**config.mk**
```make
export PLATFORM = sky130hd
export DESIGN_NAME = uart_transmitter
export DESIGN_NICKNAME = d
export VERILOG_FILES = /design/src/rtl/uart_pkg.sv /design/src/rtl/uart_parity_calc.sv /design/src/rtl/uart_transmitter.sv
export SDC_FILE = /design/constraint.sdc
export NUM_CORES = 1
export LEC_CHECK = 0
export BUFFER_PORTS_ARGS = -buffer_cell sky130_fd_sc_hd__buf_2
export CAP_MARGIN = 30
export CORE_ASPECT_RATIO = 0.75
export CORE_MARGIN = 3
export CORE_UTILIZATION = 40
export DETAILED_ROUTE_END_ITERATION = 16
export GPL_ROUTABILITY_DRIVEN = 0
export PLACE_DENSITY_LB_ADDON = 0.1
export SYNTH_ARGS = -nofsm -noshare
export SYNTH_HDL_FRONTEND = slang
export SYNTH_SLANG_ARGS = --single-unit
```
**constraint.sdc**
```tcl
create_clock -name clk -period 5.7 [get_ports clk]
set_clock_uncertainty 0.2 [all_clocks]
set_input_delay 1.14 -clock clk [delete_from_list [all_inputs] [get_ports clk]]
set_output_delay 1.14 -clock clk [all_outputs]
set_load 0.005 [all_outputs]
```
**src/rtl/uart_pkg.sv**
```systemverilog
// rtl/uart_pkg.sv - shared UART types and constants (PARITY state gated by UART_TX_PARITY_EN)
package uart_pkg;

    typedef enum logic [2:0] {
        TX_IDLE  = 3'd0,
        TX_START = 3'd1,
        TX_DATA  = 3'd2,
`ifdef UART_TX_PARITY_EN
        TX_PARITY = 3'd3,
`endif
        TX_STOP  = 3'd4
    } uart_tx_state_t;

    localparam logic PARITY_EVEN = 1'b0;
    localparam logic PARITY_ODD  = 1'b1;

    localparam int MIN_PRESCALE_DEFAULT = 4;

endpackage

```
**src/rtl/uart_parity_calc.sv**
```systemverilog
// rtl/uart_parity_calc.sv - combinational parity bit for a latched transmit word
module uart_parity_calc
    import uart_pkg::*;
#(
    parameter int DATA_WIDTH = 8
) (
    input  logic [DATA_WIDTH-1:0] data_i,
    input  logic                  parity_type_i,
    output logic                  parity_o
);

    assign parity_o = (parity_type_i == PARITY_ODD) ? ~^data_i : ^data_i;

endmodule

```
**src/rtl/uart_transmitter.sv**
```systemverilog
// rtl/uart_transmitter.sv - UART serial transmitter; optional parity bit with UART_TX_PARITY_EN
module uart_transmitter
    import uart_pkg::*;
#(
    parameter int DATA_WIDTH   = 8,
    parameter int MIN_PRESCALE = MIN_PRESCALE_DEFAULT
) (
    input  logic                  clk,
    input  logic                  reset,
    input  logic [DATA_WIDTH-1:0] p_data,
    input  logic                  data_valid,
    input  logic [4:0]            prescale,
`ifdef UART_TX_PARITY_EN
    input  logic                  parity_enable,
    input  logic                  parity_type,
`endif
    output logic                  tx_out,
    output logic                  busy
);

    localparam int               BIT_W    = (DATA_WIDTH > 1) ? $clog2(DATA_WIDTH) : 1;
    localparam logic [BIT_W-1:0] LAST_BIT = BIT_W'(DATA_WIDTH - 1);
    localparam logic [4:0]       MIN_P    = 5'(MIN_PRESCALE);

    uart_tx_state_t        state_q, state_d;
    logic [4:0]            edge_q, edge_d;
    logic [BIT_W-1:0]      bit_q, bit_d;
    logic [DATA_WIDTH-1:0] data_q, data_d;
    logic [4:0]            prescale_q, prescale_d;
    logic                  tx_q, tx_d;
    logic                  busy_q, busy_d;
    logic                  bit_end;

`ifdef UART_TX_PARITY_EN
    logic par_en_q, par_en_d;
    logic par_type_q, par_type_d;
    logic parity_bit;

    uart_parity_calc #(
        .DATA_WIDTH (DATA_WIDTH)
    ) u_parity (
        .data_i        (data_q),
        .parity_type_i (par_type_q),
        .parity_o      (parity_bit)
    );
`endif

    assign bit_end = (edge_q == prescale_q - 5'd1);

    always_comb begin
        state_d    = state_q;
        edge_d     = edge_q;
        bit_d      = bit_q;
        data_d     = data_q;
        prescale_d = prescale_q;
`ifdef UART_TX_PARITY_EN
        par_en_d   = par_en_q;
        par_type_d = par_type_q;
`endif
        if (state_q != TX_IDLE) begin
            edge_d = bit_end ? 5'd0 : edge_q + 5'd1;
        end

        case (state_q)
            TX_IDLE: begin
                if (data_valid) begin
                    state_d    = TX_START;
                    edge_d     = 5'd0;
                    bit_d      = '0;
                    data_d     = p_data;
                    prescale_d = (prescale < MIN_P) ? MIN_P : prescale;
`ifdef UART_TX_PARITY_EN
                    par_en_d   = parity_enable;
                    par_type_d = parity_type;
`endif
                end
            end
            TX_START: begin
                if (bit_end) state_d = TX_DATA;
            end
            TX_DATA: begin
                if (bit_end) begin
                    if (bit_q == LAST_BIT) begin
                        bit_d = '0;
`ifdef UART_TX_PARITY_EN
                        state_d = par_en_q ? TX_PARITY : TX_STOP;
`else
                        state_d = TX_STOP;
`endif
                    end else begin
                        bit_d = bit_q + 1'b1;
                    end
                end
            end
`ifdef UART_TX_PARITY_EN
            TX_PARITY: begin
                if (bit_end) state_d = TX_STOP;
            end
`endif
            TX_STOP: begin
                if (bit_end) state_d = TX_IDLE;
            end
            default: state_d = TX_IDLE;
        endcase
    end

    // Outputs are decoded from the next state so the registered line changes with the state.
    always_comb begin
        tx_d   = 1'b1;
        busy_d = (state_d != TX_IDLE);
        case (state_d)
            TX_START:  tx_d = 1'b0;
            TX_DATA:   tx_d = data_d[bit_d];
`ifdef UART_TX_PARITY_EN
            TX_PARITY: tx_d = parity_bit;
`endif
            default:   tx_d = 1'b1;
        endcase
    end

    always_ff @(posedge clk or negedge reset) begin
        if (!reset) begin
            state_q    <= TX_IDLE;
            edge_q     <= 5'd0;
            bit_q      <= '0;
            data_q     <= '0;
            prescale_q <= MIN_P;
            tx_q       <= 1'b1;
            busy_q     <= 1'b0;
`ifdef UART_TX_PARITY_EN
            par_en_q   <= 1'b0;
            par_type_q <= PARITY_EVEN;
`endif
        end else begin
            state_q    <= state_d;
            edge_q     <= edge_d;
            bit_q      <= bit_d;
            data_q     <= data_d;
            prescale_q <= prescale_d;
            tx_q       <= tx_d;
            busy_q     <= busy_d;
`ifdef UART_TX_PARITY_EN
            par_en_q   <= par_en_d;
            par_type_q <= par_type_d;
`endif
        end
    end

    assign tx_out = tx_q;
    assign busy   = busy_q;

endmodule
```
==> impl_metrics.env <==
export IMPL_status="finished, final reports clean"
export IMPL_root_buffer="clkbuf_8"
export IMPL_syn_area_um2=1430
export IMPL_syn_nets=174
export IMPL_drtIter0Drc=96
export IMPL_netlist_cell_type_count=47
export IMPL_antenna_found_initial=0
export IMPL_power_uw=808
export IMPL_initial_utilization_pct=42.7
export IMPL_critPathCaptureType="flip-flop"
export IMPL_synth_edf_count=0
export IMPL_dpl_instance_area_um2=1540
export IMPL_criticalPathCategory="flip-flop to flip-flop"
export IMPL_grt_max_degree=27
export IMPL_startpoint_type="flip-flop"
export IMPL_cts_clk_slew_worst_paths_ns=0.09
export IMPL_drive_above_1_share_pct=17.6
export IMPL_grt_pass1_vias=1116
export IMPL_p_clk_share_pct=19.0
export IMPL_io_pins=18
export IMPL_die_w_um=75.1
export IMPL_row_count=18
export IMPL_crit_required_ns=5.72
export IMPL_cts_buffer_depth=2
export IMPL_place_inst=206
export IMPL_drc=0
export IMPL_cts_max_level=1
export IMPL_clkLatencyLatePin_ns=0.27
export IMPL_rsz0062_at_grt="no"
export IMPL_power_share_switching_pct=38.3
export IMPL_max_slew_margin_rel_pct=36.1
export IMPL_port_buffers=17
export IMPL_whs_ns=0.288
export IMPL_hold_violations=0
export IMPL_ctsResizeCount=0
export IMPL_via_count=1127
export IMPL_ant_nets=0
export IMPL_firstDrtPassIters=4
export IMPL_nFillCells=311
export IMPL_internal_power_uw=499
export IMPL_setup_viol=0
export IMPL_period_share_pct=55.1
export IMPL_layout_cells_non_filler=210
export IMPL_area_growth_syn_to_layout_pct=12.4
export IMPL_dieArea_um2=4340
export IMPL_min_path_type="flip-flop to flip-flop"
export IMPL_grtUsageTotal_pct=15.5
export IMPL_grt_ovfl_total=0
export IMPL_finalNetCount=191
export IMPL_leakagePower_uw=0.000758
export IMPL_syn_inst=154
export IMPL_seq_area_frac_synth_pct=45.6
export IMPL_cap_violations=0
export IMPL_max_clock_freq_mhz=318
export IMPL_slew_viol_final=0
export IMPL_crit_path_max_fanout=12
export IMPL_design_area_um2=1610
export IMPL_num_antenna_cells=0
export IMPL_yosysWarnings=0
export IMPL_power_density_nw_per_um2=502
export IMPL_cts_made_buffers=3
export IMPL_cts_sinks=26
export IMPL_p_seq_share_pct=41.5
export IMPL_grt_pass1_wl_um=5060
export IMPL_drt_total_wl_um=2930
export IMPL_ys_ff_latch=26
export IMPL_p_switching_uw=309
export IMPL_avgSynthCellArea_um2=9.29
export IMPL_critPathArrivalTime_ns=3.16
export IMPL_dieHeight_um=57.8
export IMPL_place_hpwl_um=2160
export IMPL_period_minus_slack_ns=3.14
export IMPL_core_um2=3360
export IMPL_hold_buffers=0
export IMPL_via_per_inst=5.37
export IMPL_wire_per_inst_um=13.9
export IMPL_tns_ns=0
export IMPL_ir_worst_vdd_v=0.000226
export IMPL_ys_flop_type="dfrtp_1"
export IMPL_post_cts_buffers=0
export IMPL_cts_tree="done"
export IMPL_pwr_share_comb_pct=39.6
export IMPL_synth_async_sr_flop_share_pct=100
export IMPL_max_slew_worst_pin_slew_ns=0.956
Yosys cell counts (3+ instances only):
| cell | count | area [µm²] |
|---|---|---|
| nand2_1 | 42 | 158 |
| dfrtp_1 | 24 | 601 |
| o21ai_0 | 11 | 55.1 |
| inv_1 | 6 | 22.5 |
| nor2_1 | 6 | 22.5 |
| nand3_1 | 5 | 25.0 |
| ha_1 | 4 | 50.1 |
| a21oi_1 | 3 | 15.0 |
| mux2i_1 | 3 | 30.0 |
| or3_1 | 3 | 18.8 |
| xnor2_1 | 3 | 26.3 |
| xor2_1 | 3 | 26.3 |
logic make-up (layout without fill, tap and decap cells):
family,count (synthesis),after routing,synth area share [%]
compound gates,28,28,13.8
xor+xnor,6,6,3.67
fa+ha+maj,4,4,3.50
buf+inv,11,27,3.58
flops,26,26,45.6
mux,5,5,4.46
simple gates,74,74,25.4
area by class of cell:
class	count	area, µm²	share of cell area [%]
multi-input combinational	117	727	45.2
sequential	26	653	40.6
clock buffer	3	41.3	2.57
tap	40	50.0	3.11
timing repair buffer	17	85.1	5.29
inverter	6	22.5	1.40
clock inverter	1	30.0	1.87
cell usage in the layout, fill, tap and decap left out, types with 2 or more instances in the layout:
master	count
nand3_1	5
a21oi_1	3
nor2_1	6
a31oi_1	2
xnor2_1	3
ha_1	4
nor3_1	2
clkbuf_8	3
xor2_1	3
mux2i_1	3
dfstp_2	2
nor2b_1	2
inv_1	6
nand2_1	42
dfrtp_1	24
buf_2	17
or3_1	3
o21ai_0	11
state kept, by name (all words and copies together), names as in the netlist:
register,flops
edge_q,5
tx_out,1
state_q,3
busy,1
prescale_q,5
data_q,8
bit_q,3
final timing paths:
kind / start / endpoint / slack [ns] / cells after the start
max: prescale_q[0]$_DFFE_PN0P_ / tx_out$_DFF_PN1_ / 2.56 / 10
min in group asynchronous: reset / bit_q[0]$_DFF_PN0_ / 0.66 / 1
max in group asynchronous: reset / edge_q[0]$_DFF_PN0_ / 4.26 / 1
min: data_q[0]$_DFF_PN0_ / data_q[0]$_DFF_PN0_ / 0.29 / 2
min reg2reg: data_q[0]$_DFF_PN0_ / data_q[0]$_DFF_PN0_ / 0.29 / 2
max reg2reg: prescale_q[0]$_DFFE_PN0P_ / tx_out$_DFF_PN1_ / 2.56 / 10
stage by stage:
step	setup WS, ns	util (%)
floorplan	3.13	-
global placement	2.66	45.8
detailed placement	2.53	45.8
CTS	2.51	47.9
global route	2.28	47.9
finish	2.56	47.9
critical path, cell delays in order (launching register included):
cell and delay (ns):
dfrtp_1 0.42, inv_1 0.09, ha_1 0.17, nor4bb_1 0.29
o211ai_1 0.13, a311oi_2 0.76, mux2i_1 0.22, nor2_2 0.24
mux2i_1 0.22, a31oi_1 0.10, o211a_1 0.24
metal layers:
metal | wire length, µm | part of all wire, % | global-route usage [%]
met1 | 1490 | 51 | 21.6
met2 | 1240 | 42 | 22.8
met3 | 146 | 5.0 | 4.85
met4 | 58 | 2.0 | 4.82
met5 | 0 | 0 | 0
power groups by stage:
stage               registers [µW]  logic, µW  clock network (µW)
floorplan                      310        278                   0
global placement               338        309                   0
detailed placement             339        323                   0
CTS                            335        325                 158
global route                   348        366                 165
finish                         335        320                 153
(Power assumes the default switching activity.)
